File: config.mk
export PLATFORM = sky130hd
export DESIGN_NAME = dac_tones_generator_mc
export DESIGN_NICKNAME = d
export VERILOG_FILES = /design/src/rtl/dac_tones_generator_mc.sv
export SDC_FILE = /design/constraint.sdc
export NUM_CORES = 1
export LEC_CHECK = 0
export CORE_ASPECT_RATIO = 0.7
export CORE_MARGIN = 5
export CORE_UTILIZATION = 40
export DETAILED_ROUTE_END_ITERATION = 10
export PLACE_DENSITY = 0.61
export SYNTH_ARGS = -nofsm -noshare
export SYNTH_HDL_FRONTEND = slang
export SYNTH_SLANG_ARGS = --single-unit
File: constraint.sdc
create_clock -name clock_clk -period 9.1 [get_ports clock_clk]
set_input_delay 2.73 -clock clock_clk [delete_from_list [all_inputs] [get_ports clock_clk]]
set_output_delay 2.73 -clock clock_clk [all_outputs]
set_load 0.01 [all_outputs]
File: src/rtl/dac_tones_generator_mc.sv
// Multi-channel tone generator: per-channel phase accumulators produce square,
// sawtooth or triangle samples that are streamed as 24-bit serial DAC frames.
module dac_tones_generator_mc #(
  parameter int NUM_CH     = 2,
  parameter int DATA_W     = 16,
  parameter int PHASE_W    = 24,
  parameter int SAMPLE_DIV = 1000,
  parameter int SPI_DIV    = 2,
  parameter int BASE_STEP  = 1000
) (
  input  logic              clock_clk,
  input  logic              reset_reset,
  input  logic [4:0]        switches_switches_in,
  input  logic [1:0]        mode_in,
  input  logic              enable_in,
  output logic              spi_data_data,
  output logic              spi_data_spi_clk,
  output logic              spi_data_spi_sync,
  output logic [DATA_W-1:0] dac_out_data_dac,
  output logic              frame_done,
  output logic              overrun
);
  // state | meaning: IDLE wait for samples; LOAD sync low + MSB; SHIFT 24 bits; GAP sync high
  localparam logic [1:0] S_IDLE  = 2'd0;
  localparam logic [1:0] S_LOAD  = 2'd1;
  localparam logic [1:0] S_SHIFT = 2'd2;
  localparam logic [1:0] S_GAP   = 2'd3;

  localparam int CNT_W = $clog2(SAMPLE_DIV);
  localparam int DIV_W = $clog2(2 * SPI_DIV);
  localparam logic [DATA_W-1:0] MID = {1'b1, {(DATA_W-1){1'b0}}};

  logic [1:0]         r_state;
  logic [CNT_W-1:0]   r_tick_cnt;
  logic               r_latch;
  logic [PHASE_W-1:0] r_acc [8];
  logic [DATA_W-1:0]  r_buf [8];
  logic [2:0]         r_ch;
  logic [4:0]         r_bit_cnt;
  logic [DIV_W-1:0]   r_div_cnt;
  logic [23:0]        r_shreg;

  logic               w_tick;
  logic               w_last_ch;
  logic               w_idle;
  logic               w_accept;
  logic [PHASE_W-1:0] w_step [8];
  logic [DATA_W-1:0]  w_sample [8];
  logic [23:0]        w_frame0;
  logic [23:0]        w_frame_next;

  function automatic logic [DATA_W-1:0] wave(input logic [DATA_W-1:0] p, input logic [1:0] mode);
    logic [DATA_W-1:0] dbl;
    dbl = p << 1;
    case (mode)
      2'd1:    wave = {DATA_W{p[DATA_W-1]}};
      2'd2:    wave = p;
      2'd3:    wave = p[DATA_W-1] ? ~dbl : dbl;
      default: wave = MID;
    endcase
  endfunction

  // Narrow samples are left-justified in the 16-bit data field.
  function automatic logic [23:0] make_frame(input logic [2:0] ch, input logic [DATA_W-1:0] s);
    logic [15:0] s16;
    s16 = 16'(s) << (16 - DATA_W);
    return {4'b0011, 1'b0, ch, s16};
  endfunction

  assign w_tick    = (r_tick_cnt == CNT_W'(SAMPLE_DIV - 1));
  assign w_last_ch = (r_ch == 3'(NUM_CH - 1));
  assign w_idle    = (r_state == S_IDLE) ||
                     ((r_state == S_GAP) && (r_div_cnt == '0) && w_last_ch);
  assign w_accept  = w_tick && enable_in && w_idle;

  always_comb begin
    for (int c = 0; c < 8; c++) begin
      w_step[c]   = '0;
      w_sample[c] = MID;
      if (c < NUM_CH) begin
        w_step[c]   = PHASE_W'((64'(switches_switches_in) + 64'd1) * 64'(BASE_STEP) * 64'(c + 1));
        w_sample[c] = wave(r_acc[c][PHASE_W-1 -: DATA_W], mode_in);
      end
    end
  end

  assign w_frame0     = make_frame(3'd0, w_sample[0]);
  assign w_frame_next = make_frame(r_ch + 3'd1, r_buf[r_ch + 3'd1]);

  always_ff @(posedge clock_clk) begin
    if (reset_reset) begin
      r_state           <= S_IDLE;
      r_tick_cnt        <= '0;
      r_latch           <= 1'b0;
      r_ch              <= '0;
      r_bit_cnt         <= '0;
      r_div_cnt         <= '0;
      r_shreg           <= '0;
      for (int c = 0; c < 8; c++) begin
        r_acc[c] <= '0;
        r_buf[c] <= '0;
      end
      spi_data_data     <= 1'b0;
      spi_data_spi_clk  <= 1'b1;
      spi_data_spi_sync <= 1'b1;
      dac_out_data_dac  <= MID;
      frame_done        <= 1'b0;
      overrun           <= 1'b0;
    end else begin
      frame_done <= 1'b0;
      r_tick_cnt <= w_tick ? '0 : r_tick_cnt + CNT_W'(1);
      r_latch    <= w_accept;
      // Accumulators advance on every enabled tick, even when its samples are dropped.
      if (w_tick && enable_in) begin
        for (int c = 0; c < 8; c++) r_acc[c] <= r_acc[c] + w_step[c];
        if (!w_idle) overrun <= 1'b1;
      end
      case (r_state)
        S_IDLE: begin
          if (r_latch) begin
            for (int c = 0; c < 8; c++) r_buf[c] <= w_sample[c];
            dac_out_data_dac  <= w_sample[0];
            r_ch              <= '0;
            r_shreg           <= w_frame0;
            spi_data_data     <= w_frame0[23];
            spi_data_spi_sync <= 1'b0;
            r_state           <= S_LOAD;
          end
        end
        S_LOAD: begin
          spi_data_spi_clk <= 1'b0;
          r_div_cnt        <= DIV_W'(SPI_DIV - 1);
          r_bit_cnt        <= 5'd23;
          r_state          <= S_SHIFT;
        end
        S_SHIFT: begin
          if (r_div_cnt != '0) begin
            r_div_cnt <= r_div_cnt - DIV_W'(1);
          end else if (!spi_data_spi_clk) begin
            spi_data_spi_clk <= 1'b1;
            r_shreg          <= r_shreg << 1;
            spi_data_data    <= r_shreg[22];
            r_div_cnt        <= DIV_W'(SPI_DIV - 1);
          end else if (r_bit_cnt == 5'd0) begin
            spi_data_spi_sync <= 1'b1;
            r_div_cnt         <= DIV_W'(2 * SPI_DIV - 1);
            r_state           <= S_GAP;
          end else begin
            spi_data_spi_clk <= 1'b0;
            r_bit_cnt        <= r_bit_cnt - 5'd1;
            r_div_cnt        <= DIV_W'(SPI_DIV - 1);
          end
        end
        S_GAP: begin
          if (r_div_cnt != '0) begin
            r_div_cnt <= r_div_cnt - DIV_W'(1);
          end else if (w_last_ch) begin
            spi_data_data <= 1'b0;
            frame_done    <= 1'b1;
            r_state       <= S_IDLE;
          end else begin
            r_ch              <= r_ch + 3'd1;
            r_shreg           <= w_frame_next;
            spi_data_data     <= w_frame_next[23];
            spi_data_spi_sync <= 1'b0;
            r_state           <= S_LOAD;
          end
        end
      endcase
    end
  end
endmodule

Yosys cells after proc, flatten, opt, wreduce, memory -nomap -nowiden
Memories as Yosys holds them, arrays and structs flattened.
Cells that the tools add are included.
{"block": "word_totals", "in_bits": 10, "output_inout_bits": 21, "mem_bits_rw": 320, "n_memories": 2, "regBits": 67, "word_cells": 158}
{"name": "r_acc", "depth": 8, "width": 24, "rd": 2, "rd_clocked_by_memory_dff": 0, "wr": 8, "line_no": "36", "text": "logic [PHASE_W-1:0] r_acc [8];"}
{"name": "r_buf", "depth": 8, "width": 16, "rd": 1, "rd_clocked_by_memory_dff": 0, "wr": 8, "line_no": "37", "text": "logic [DATA_W-1:0] r_buf [8];"}
{"block": "classes", "addsub": 7, "n_mul": 1, "bitwise_logic": 20, "n_mux": 71, "eq_ne": 18, "reduce_logical": 26}
{"op": "24-bit 2-to-1 mux", "count": 8}
{"op": "16-bit 2-to-1 mux", "count": 10}
{"op": "23-bit 2-to-1 mux", "count": 5}
{"op": "16-bit one-hot mux with 3 select lines", "count": 2}
{"op": "23-bit one-hot mux with 3 select lines", "count": 1}
{"op": "16-bit inverter", "count": 2}
{"op": "24-bit by 16-bit adder with 24-bit output", "count": 1}
{"op": "24-bit by 17-bit adder with 24-bit output", "count": 1}
{"op": "1-bit 2-to-1 mux", "count": 23}
{"op": "2-bit 2-to-1 mux", "count": 9}
{"op": "2-bit inequality test (second input constant)", "count": 8}
{"op": "1-bit bitwise OR", "count": 16}
{"op": "5-bit 2-to-1 mux", "count": 3}
{"op": "6-bit by 7-bit multiplier with 13-bit output (second input constant)", "count": 1}
{"op": "10-bit by 1-bit adder with 10-bit output (second input constant)", "count": 1}
{"op": "10-bit equality test (second input constant)", "count": 1}
{"op": "5-bit one-hot mux with 2 select lines", "count": 1}
{"op": "2-bit AND reduction", "count": 5}
{"op": "5-bit AND reduction", "count": 2}
{"op": "3-bit 2-to-1 mux", "count": 3}
{"op": "2-bit equality test (second input constant)", "count": 4}
{"op": "2-bit one-hot mux with 4 select lines", "count": 1}
{"op": "4-bit AND reduction", "count": 2}
{"op": "7-bit AND reduction", "count": 1}
{"op": "other kinds (22)", "count": 32}

Longest topological paths before layout
Gate-level depths: netlist of the first run.
{"block": "logic_depth", "depth_word": 7, "mapped_depth": 26, "ltp_nobuf": 25}

Least setup slack after synthesis of the first run
Ideal clock, no wire load.
{"block": "synth_timing", "path_kind": "input to register", "from": "input switches_switches_in[0]", "to": "memory r_acc[1][20], in the netlist r_acc[0][44] (data pin)", "required_time_ps": 8843, "arrival_time_ps": 7835, "n_path_buf": 2, "stages": 24, "slack_ps": 1009, "setup_ps": 257, "cell_sequence": "clkbuf_1 -> inv_1 -> ha_1 -> inv_1 -> ha_1 -> xnor2_1 -> inv_1 -> fa_1 -> fa_1 -> inv_1 -> ha_1 -> a21oi_1 -> o21ai_0 -> or4_1 -> o311ai_0 -> xnor2_1 -> ha_1 -> clkbuf_1 -> a21oi_1 -> nand2b_1 -> nor4_1 -> nor3_1 -> xnor2_1 -> nor2_1"}
{"element": "from (decl)", "line_no": "13", "text": "input logic [4:0] switches_switches_in,"}
{"element": "to (decl)", "line_no": "36"}

==> results of run 1 <==
area by class of cell:
cell class / count / area (sq um) / area share [%]
Clock buffer: 19 / 443 / 4.31
Inverter: 65 / 244 / 2.38
Multi-Input combinational cell: 728 / 5020 / 48.9
Clock inverter: 13 / 168 / 1.63
Timing Repair Buffer: 43 / 393 / 3.83
Tap cell: 312 / 390 / 3.80
Sequential cell: 143 / 3610 / 35.2
how the worst min path moves through the flow:
stage	start	endpoint	slack (ns)
final	dac_out_data_dac[11]	dac_out_data_dac[11]	0.45
after global routing	dac_out_data_dac[0]	dac_out_data_dac[0]	0.48
after CTS	dac_out_data_dac[11]	dac_out_data_dac[11]	0.45
after detailed placement	dac_out_data_dac[12]	dac_out_data_dac[12]	0.44
after global placement	r_tick_cnt[0]	r_tick_cnt[0]	0.43
after floorplan	r_tick_cnt[0]	r_tick_cnt[0]	0.41
registers in the layout, indices dropped and copies added (netlist names):
| register | flops |
|---|---|
| r_state | 2 |
| overrun | 1 |
| r_acc | 41 |
| dac_out_data_dac | 16 |
| frame_done | 1 |
| spi_data_spi_sync | 1 |
| r_latch | 1 |
| r_ch | 3 |
| r_buf | 35 |
| r_bit_cnt | 5 |
| spi_data_spi_clk | 1 |
| r_shreg | 23 |
| r_div_cnt | 2 |
| r_tick_cnt | 10 |
| spi_data_data | 1 |
layer usage:
layer  GRT usage, %  up-vias  wire (um)
li1               -     3525          -
met1           25.9     3218      11200
met2           23.4      146       8440
met3           3.80       18       1050
met4           3.63        0        210
met5              0        -          0
through the flow:
step / area (sq um) / hold slack, ns
after CTS: 10300 / 0.452
after global routing: 10300 / 0.476
after global placement: 9660 / 0.428
after detailed placement: 9660 / 0.441
final: 10300 / 0.448
after floorplan: 9090 / 0.413
cell usage after synthesis, drive strengths merged (2+ instances only):
cell / count
nor2: 110
nand2: 87
a21oi: 75
edfxtp: 75
dfxtp: 68
ha: 64
inv: 64
o21ai: 62
xnor2: 47
a211oi: 31
clkbuf: 30
a21o: 25
nor3: 24
nand3: 23
xor2: 19
buf: 18
and2: 17
mux2: 16
a222oi: 14
fa: 14
nor2b: 12
and3: 8
nand2b: 8
or3: 7
a22oi: 6
o21a: 5
a211o: 4
a21boi: 4
o211ai: 4
o22ai: 4
nand3b: 3
nand4: 3
nor4: 3
or2: 3
a221oi: 2
o311ai: 2
cells by family (layout without fill, tap and decap cells):
logic type / after synthesis / count (layout) / synth area share, %
AO/OA/AOI/OAI: 252 / 252 / 18.7
XOR/XNOR: 66 / 66 / 6.36
buffers and inverters: 113 / 140 / 5.08
AND/OR/NAND/NOR: 315 / 315 / 16.2
flip-flops: 143 / 143 / 39.7
multiplexers: 17 / 17 / 2.09
adder cells (fa/ha/maj): 78 / 78 / 11.9
report_power, final:
part           switching (mW)  internal [mW]
registers              0.0314          0.722
clock network           0.276          0.462
logic                   0.690          0.450
total                   0.998           1.63
==> metrics.json, run 1 <==
{
  "critical_path": {
    "timing.critical_path.max_delay_family": "adder cells",
    "crit_required_ns": 9.25,
    "timing.critical_path.slowest_stage_cell": "sky130_fd_sc_hd__clkdlybuf4s50_1",
    "timing.critical_path.fanout_max": 7,
    "worstReg2RegEnd": "r_buf[0][1]",
    "cp_slowest_stage_delay_ns": 0.59,
    "critPathLaunch": "switches_switches_in[0]",
    "timing.critical_path.to": "r_acc[0][46]",
    "startpoint_type": "input port",
    "timing.critical_path.buf_inv": 5,
    "arrival_ns": 8.65,
    "crit_chain": "clkdlybuf4s50_1 -> inv_1 -> ha_1 -> inv_1 -> ha_1 -> xnor2_1 -> inv_1 -> fa_1 -> fa_1 -> inv_1 -> ha_1 -> a21oi_1 -> o21ai_0 -> or4_1 -> o311ai_0 -> xnor2_1 -> ha_1 -> a21oi_1 -> nand2b_1 -> nor4_1 -> nor3_1 -> xnor2_1 -> nor2_1",
    "timing.rr.start": "r_state[0]",
    "cp.depth": 23,
    "end_kind": "register",
    "critical_path_class": "input port to register",
    "reg2reg_setup_slack_ns": 6.10,
    "worst-r2r-cell-count": 5
  },
  "timing": {
    "setup_viol": 0,
    "finalSetupTns_ns": 0,
    "worst_slew_margin_rel_pct": 30.4,
    "finalMaxSlewViolations": 0,
    "max_freq_mhz": 118,
    "clock_skew_ns": 0.0125,
    "final_critical_path_setup_slack_ns": 0.597,
    "tightestPinTransition_ns": 1.04,
    "finalHoldViolations": 0,
    "grt_setup_unrepaired": "false",
    "finalCriticalPeriod_ns": 8.50,
    "layout_worst_path_cycle_share_pct": 93.4
  },
  "run_status": {
    "run_status": "finished clean"
  },
  "job": {
    "drv.max_cap_violation_count": 0
  },
  "yosys": {
    "ys.flop_type": "sky130_fd_sc_hd__edfxtp_1",
    "synthesis.nets": 1072,
    "syn-mean-instance-area_sq_um": 9.24,
    "yosysTopAreaCellShare_pct": 24.8,
    "synth.lib_cells_used.distinct": 67,
    "sequential_to_total_area_share_from_yosys_stat_pct": 39.7,
    "post_synth_edffs": 75,
    "top_post_synthesis_cells_by_area": "sky130_fd_sc_hd__edfxtp_1, sky130_fd_sc_hd__dfxtp_1, sky130_fd_sc_hd__ha_1, sky130_fd_sc_hd__xnor2_1, sky130_fd_sc_hd__nor2_1",
    "cell_type_contributing_the_most_total_cell_area_after_synthesis": "sky130_fd_sc_hd__edfxtp_1",
    "synthesis.yosys.warnings": 0,
    "postSynthCellCount": 984,
    "synth.ff_latch_count": 143,
    "syn-cell-area_sq_mm": 0.00909,
    "synth-async-reset-ratio_pct": 0
  },
  "placement": {
    "placed_cells": 1291,
    "place.detailed.hpwl_um": 14800,
    "dp_worst_setup_slack_ns": 0.156,
    "buffer_ports.inserted": 30,
    "final_weighted_congestion_in_routability_driven_placement": 0.894
  },
  "route": {
    "route.detailed.drc": 0,
    "drt_first_pass_iters": 8,
    "routed_wl_um": 20900,
    "route.vias.total": 6907,
    "route.antenna.remaining_nets": 0,
    "routedWlPerCell_um": 15.8,
    "drt_first_iter_violations": 540,
    "post_drt_via_cell_ratio": 5.22
  },
  "layout": {
    "post_layout_nonfiller_instances": 1323,
    "area_growth_syn_to_layout_pct": 12.9,
    "mostFrequentLayoutCell": "sky130_fd_sc_hd__nor2_1",
    "nFillCells": 2154,
    "total_inserted_antenna_cells": 0,
    "num-nets-final": 1086,
    "final_layout_size_suffix_gt1_share_pct": 8.41,
    "final_core_util_pct": 45.6,
    "layout_common_cells": "sky130_fd_sc_hd__nor2_1, sky130_fd_sc_hd__nand2_1, sky130_fd_sc_hd__a21oi_1, sky130_fd_sc_hd__edfxtp_1, sky130_fd_sc_hd__dfxtp_1"
  },
  "power": {
    "peakVddDrop_uv": 183,
    "power.total_mw": 2.63,
    "power_density_mw_per_mm2": 256,
    "p_leak_nw": 4.04
  },
  "global_routing": {
    "first_pass_grt_wire_length_um": 34500,
    "grt_pass1_vias": 6498,
    "antenna_found_initial": 0,
    "track_usage_pct": 16.6,
    "globalRouteOverflowTotal": 0,
    "grt_start_max_net_pins": 54
  },
  "clock_network": {
    "cts_root_buffer": "sky130_fd_sc_hd__clkbuf_16",
    "tritoncts.num_buffers": 17,
    "clock-sinks": 143,
    "cts_buffer_depth": 2,
    "cts_hold_buffers": 0,
    "cts_setup_buffers": 0,
    "post_cts.resized_instances": 0,
    "htree_levels": 4,
    "insertion_delay_ns": 0.43,
    "worst_setup_hold_path_clk_slew_ns": 0.06,
    "tritoncts": "done"
  },
  "die": {
    "core-area_sq_mm": 0.0225,
    "floorplan.die.width_um": 190,
    "std_cell_rows": 46,
    "chipHeight_um": 136,
    "io-pin-count": 31,
    "full_die_area_sq_mm": 0.0259,
    "initial_core_util_pct": 40.4
  },
  "worst_hold_path": {
    "hp_class": "register to register",
    "number_of_stages_on_the_worst_hold_path": 1
  }
}
(Power assumes the default switching activity.)
==> run 2, diff against run 1 <==
--- a/config.mk
+++ b/config.mk
@@ -8,6 +8,7 @@
 export CORE_ASPECT_RATIO = 0.7
 export CORE_MARGIN = 5
 export CORE_UTILIZATION = 40
+export CTS_CLUSTER_DIAMETER = 120
 export DETAILED_ROUTE_END_ITERATION = 10
 export PLACE_DENSITY = 0.61
 export SYNTH_ARGS = -nofsm -noshare
==> results of run 2 <==
No change in the layout: final DEF, timing and power equal those of run 1.
==> run 3, diff against run 2 <==
--- a/config.mk
+++ b/config.mk
@@ -10,7 +10,7 @@
 export CORE_UTILIZATION = 40
 export CTS_CLUSTER_DIAMETER = 120
 export DETAILED_ROUTE_END_ITERATION = 10
-export PLACE_DENSITY = 0.61
+export PLACE_DENSITY_LB_ADDON = 0.25
 export SYNTH_ARGS = -nofsm -noshare
 export SYNTH_HDL_FRONTEND = slang
 export SYNTH_SLANG_ARGS = --single-unit
==> run 3 against run 2 <==
Hold slack got worse by 0.0034 ns. Utilization is 0.072 points lower. Total power is 0.55% lower. Critical path type unchanged. Critical endpoint unchanged.
==> metrics.json, run 3 (synthesis gave the netlist of run 1 again) <==
{
  "route": {
    "route.antenna.remaining_nets": {"value": 0, "change": "unchanged"},
    "drt_first_pass_iters": {"value": 6, "change": "-2"},
    "route.vias.total": {"value": 7059, "change": "+2.2%"},
    "drt_first_iter_violations": {"value": 540, "change": "unchanged"},
    "route.detailed.drc": {"value": 0, "change": "unchanged"},
    "routed_wl": {"value": 20800, "unit": "um", "change": "-0.33%"},
    "routedWlPerCell": {"value": 15.7, "unit": "um", "change": "-0.33%"},
    "post_drt_via_cell_ratio": {"value": 5.34, "change": "+2.2%"}
  },
  "placement": {
    "final_weighted_congestion_in_routability_driven_placement": {"value": 0.879, "change": "-1.7%"},
    "buffer_ports.inserted": {"value": 30, "change": "unchanged"},
    "place.detailed.hpwl": {"value": 14800, "unit": "um", "change": "-0.40%"},
    "placed_cells": {"value": 1291, "change": "unchanged"}
  },
  "die": {
    "core-area": {"value": 0.0225, "unit": "sq mm", "change": "unchanged"},
    "io-pin-count": {"value": 31, "change": "unchanged"},
    "std_cell_rows": {"value": 46, "change": "unchanged"},
    "floorplan.die.width": {"value": 190, "unit": "um", "change": "unchanged"},
    "chipHeight": {"value": 136, "unit": "um", "change": "unchanged"},
    "initial_core_util": {"value": 40.4, "unit": "%", "change": "unchanged"},
    "full_die_area": {"value": 0.0259, "unit": "sq mm", "change": "unchanged"}
  },
  "timing": {
    "layout_worst_path_cycle_share": {"value": 93.2, "unit": "%", "change": "-0.23 points"},
    "finalCriticalPeriod": {"value": 8.48, "unit": "ns", "change": "-0.0211 ns"},
    "clock_skew": {"value": 0.0120, "unit": "ns", "change": "-0.000440 ns"},
    "worst_slew_margin_rel": {"value": 28.2, "unit": "%", "change": "-2.2 points"},
    "finalSetupTns": {"value": 0, "unit": "ns", "change": "unchanged"},
    "finalMaxSlewViolations": {"value": 0, "change": "unchanged"},
    "max_freq": {"value": 118, "unit": "MHz", "change": "+0.25%"},
    "setup_viol": {"value": 0, "change": "unchanged"},
    "tightestPinTransition": {"value": 1.08, "unit": "ns", "change": "+0.0328 ns"},
    "finalHoldViolations": {"value": 0, "change": "unchanged"},
    "grt_setup_unrepaired": "false"
  },
  "layout": {
    "mostFrequentLayoutCell": "sky130_fd_sc_hd__nor2_1",
    "register_area": {"value": 0.00361, "unit": "sq mm", "change": "unchanged"},
    "post_layout_nonfiller_instances": {"value": 1323, "change": "unchanged"},
    "largest_registers": "r_acc (41), r_buf (35), r_shreg (23)",
    "regMostFlops": "r_acc",
    "total_inserted_antenna_cells": {"value": 0, "change": "unchanged"},
    "multi_input_area": {"value": 0.00502, "unit": "sq mm", "change": "unchanged"},
    "num-nets-final": {"value": 1086, "change": "unchanged"},
    "nFillCells": {"value": 2201, "change": "+2.2%"},
    "max_ffs_per_register": {"value": 41, "change": "unchanged"},
    "final_layout_size_suffix_gt1_share": {"value": 8.70, "unit": "%", "change": "+0.30 points"},
    "layout_common_cells": "sky130_fd_sc_hd__nor2_1, sky130_fd_sc_hd__nand2_1, sky130_fd_sc_hd__a21oi_1, sky130_fd_sc_hd__edfxtp_1, sky130_fd_sc_hd__dfxtp_1",
    "area_growth_syn_to_layout_pct": 12.8
  },
  "clock_network": {
    "tritoncts": "done",
    "htree_levels": {"value": 4, "change": "unchanged"},
    "cts_hold_buffers": {"value": 0, "change": "unchanged"},
    "worst_setup_hold_path_clk_slew": {"value": 0.06, "unit": "ns", "change": "about the same"},
    "insertion_delay": {"value": 0.44, "unit": "ns", "change": "about the same"},
    "post_cts.resized_instances": {"value": 0, "change": "unchanged"},
    "cts_root_buffer": "sky130_fd_sc_hd__clkbuf_16",
    "tritoncts.num_buffers": {"value": 17, "change": "unchanged"},
    "cts_setup_buffers": {"value": 0, "change": "unchanged"},
    "clock-sinks": {"value": 143, "change": "unchanged"},
    "cts_buffer_depth": {"value": 2, "change": "unchanged"}
  },
  "global_routing": {
    "antenna_found_initial": {"value": 0, "change": "unchanged"},
    "grt_pass1_vias": {"value": 6600, "change": "+1.6%"},
    "first_pass_grt_wire_length": {"value": 34400, "unit": "um", "change": "-0.44%"},
    "grt_start_max_net_pins": {"value": 49, "change": "-9.3%"},
    "globalRouteOverflowTotal": {"value": 0, "change": "unchanged"},
    "track_usage": {"value": 16.6, "unit": "%", "change": "-0.038 points"}
  },
  "run_status": {
    "run_status": "finished clean"
  },
  "power": {
    "power.total": {"value": 2.62, "unit": "mW", "change": "-0.55%"},
    "power_density": {"value": 255, "unit": "mW/mm^2", "change": "-0.40%"},
    "peakVddDrop": {"value": 241, "unit": "uV", "change": "+32%"},
    "p_leak": {"value": 4.03, "unit": "nW", "change": "-0.40%"}
  },
  "critical_path": {
    "arrival": {"value": 8.64, "unit": "ns", "change": "about the same"},
    "reg2reg_setup_slack": {"value": 6.15, "unit": "ns", "change": "+0.05 ns"},
    "startpoint_type": "input port",
    "crit_required": {"value": 9.26, "unit": "ns", "change": "about the same"},
    "timing.critical_path.fanout_max": {"value": 7, "change": "unchanged"},
    "end_kind": "register",
    "critical_path_class": "input port to register"
  },
  "job": {
    "drv.max_cap_violation_count": {"value": 0, "change": "unchanged"}
  },
  "worst_hold_path": {
    "hp_class": "register to register"
  }
}
## run 3: changes by cell type in the layout (fill, tap and decap cells not counted), sizes merged
cell	previous run	this run
inv	65	69
clkinvlp	0	3
clkinv	9	3
bufinv	4	3
## run 3: metal layers
metal | vias to the layer above | global-route usage (%) | share of wire [%]
met5 | - | 0 | 0
met2 | 171 | 24.0 | 41
met1 | 3356 | 25.2 | 53
met4 | 0 | 3.71 | 0.84
li1 | 3519 | - | -
met3 | 13 | 3.72 | 5.2
## run 3: final cells by class
type	count	share of cell area [%]
multi-input cells	728	48.9
flip-flops and latches	143	35.2
clock buffers	19	4.22
repair buffers	43	3.83
well taps	312	3.81
inverters	65	2.38
clock inverters	13	1.57
## run 3: stage by stage
step	utilization (%)	cell area (sq um)	hold slack, ns	setup WS [ns]
4_1_cts	45.6	10300	0.448	0.617
6_report	45.6	10300	0.444	0.619
5_1_grt	45.6	10300	0.466	0.161
3_5_place_dp	42.9	9660	0.433	0.172
2_1_floorplan	-	9090	0.413	1.01
3_3_place_gp	42.9	9660	0.427	0.400
## run 3: worst paths after layout
path | from | depth (start not counted) | endpoint
setup / recovery | switches_switches_in[1] | 22 | r_acc[0][46]
hold / removal | r_tick_cnt[0] | 1 | r_tick_cnt[0]
setup reg to reg | r_acc[0][3] | 8 | r_acc[0][15]
hold reg to reg | r_tick_cnt[0] | 1 | r_tick_cnt[0]
## run 3: worst max-delay path, stage by stage
cell	delay [ns]
sky130_fd_sc_hd__clkdlybuf4s50_1	0.58
sky130_fd_sc_hd__ha_1	0.22
sky130_fd_sc_hd__nand3_1	0.13
sky130_fd_sc_hd__xnor2_1	0.36
sky130_fd_sc_hd__fa_1	0.52
sky130_fd_sc_hd__inv_1	0.18
sky130_fd_sc_hd__fa_1	0.47
sky130_fd_sc_hd__fa_1	0.54
sky130_fd_sc_hd__inv_1	0.04
sky130_fd_sc_hd__ha_1	0.33
sky130_fd_sc_hd__nand2_1	0.07
sky130_fd_sc_hd__o21ai_0	0.11
sky130_fd_sc_hd__or4_1	0.41
sky130_fd_sc_hd__o311ai_0	0.13
sky130_fd_sc_hd__xnor2_1	0.29
sky130_fd_sc_hd__ha_1	0.40
sky130_fd_sc_hd__a21oi_1	0.27
sky130_fd_sc_hd__nand2b_1	0.08
sky130_fd_sc_hd__nor4_1	0.42
sky130_fd_sc_hd__nor3_1	0.15
sky130_fd_sc_hd__xnor2_1	0.16
sky130_fd_sc_hd__nor2_1	0.06
## run 3: power breakdown
group | internal [mW] | switching, mW
Clock | 0.433 | 0.291
Combinational | 0.451 | 0.689
Sequential | 0.721 | 0.0312
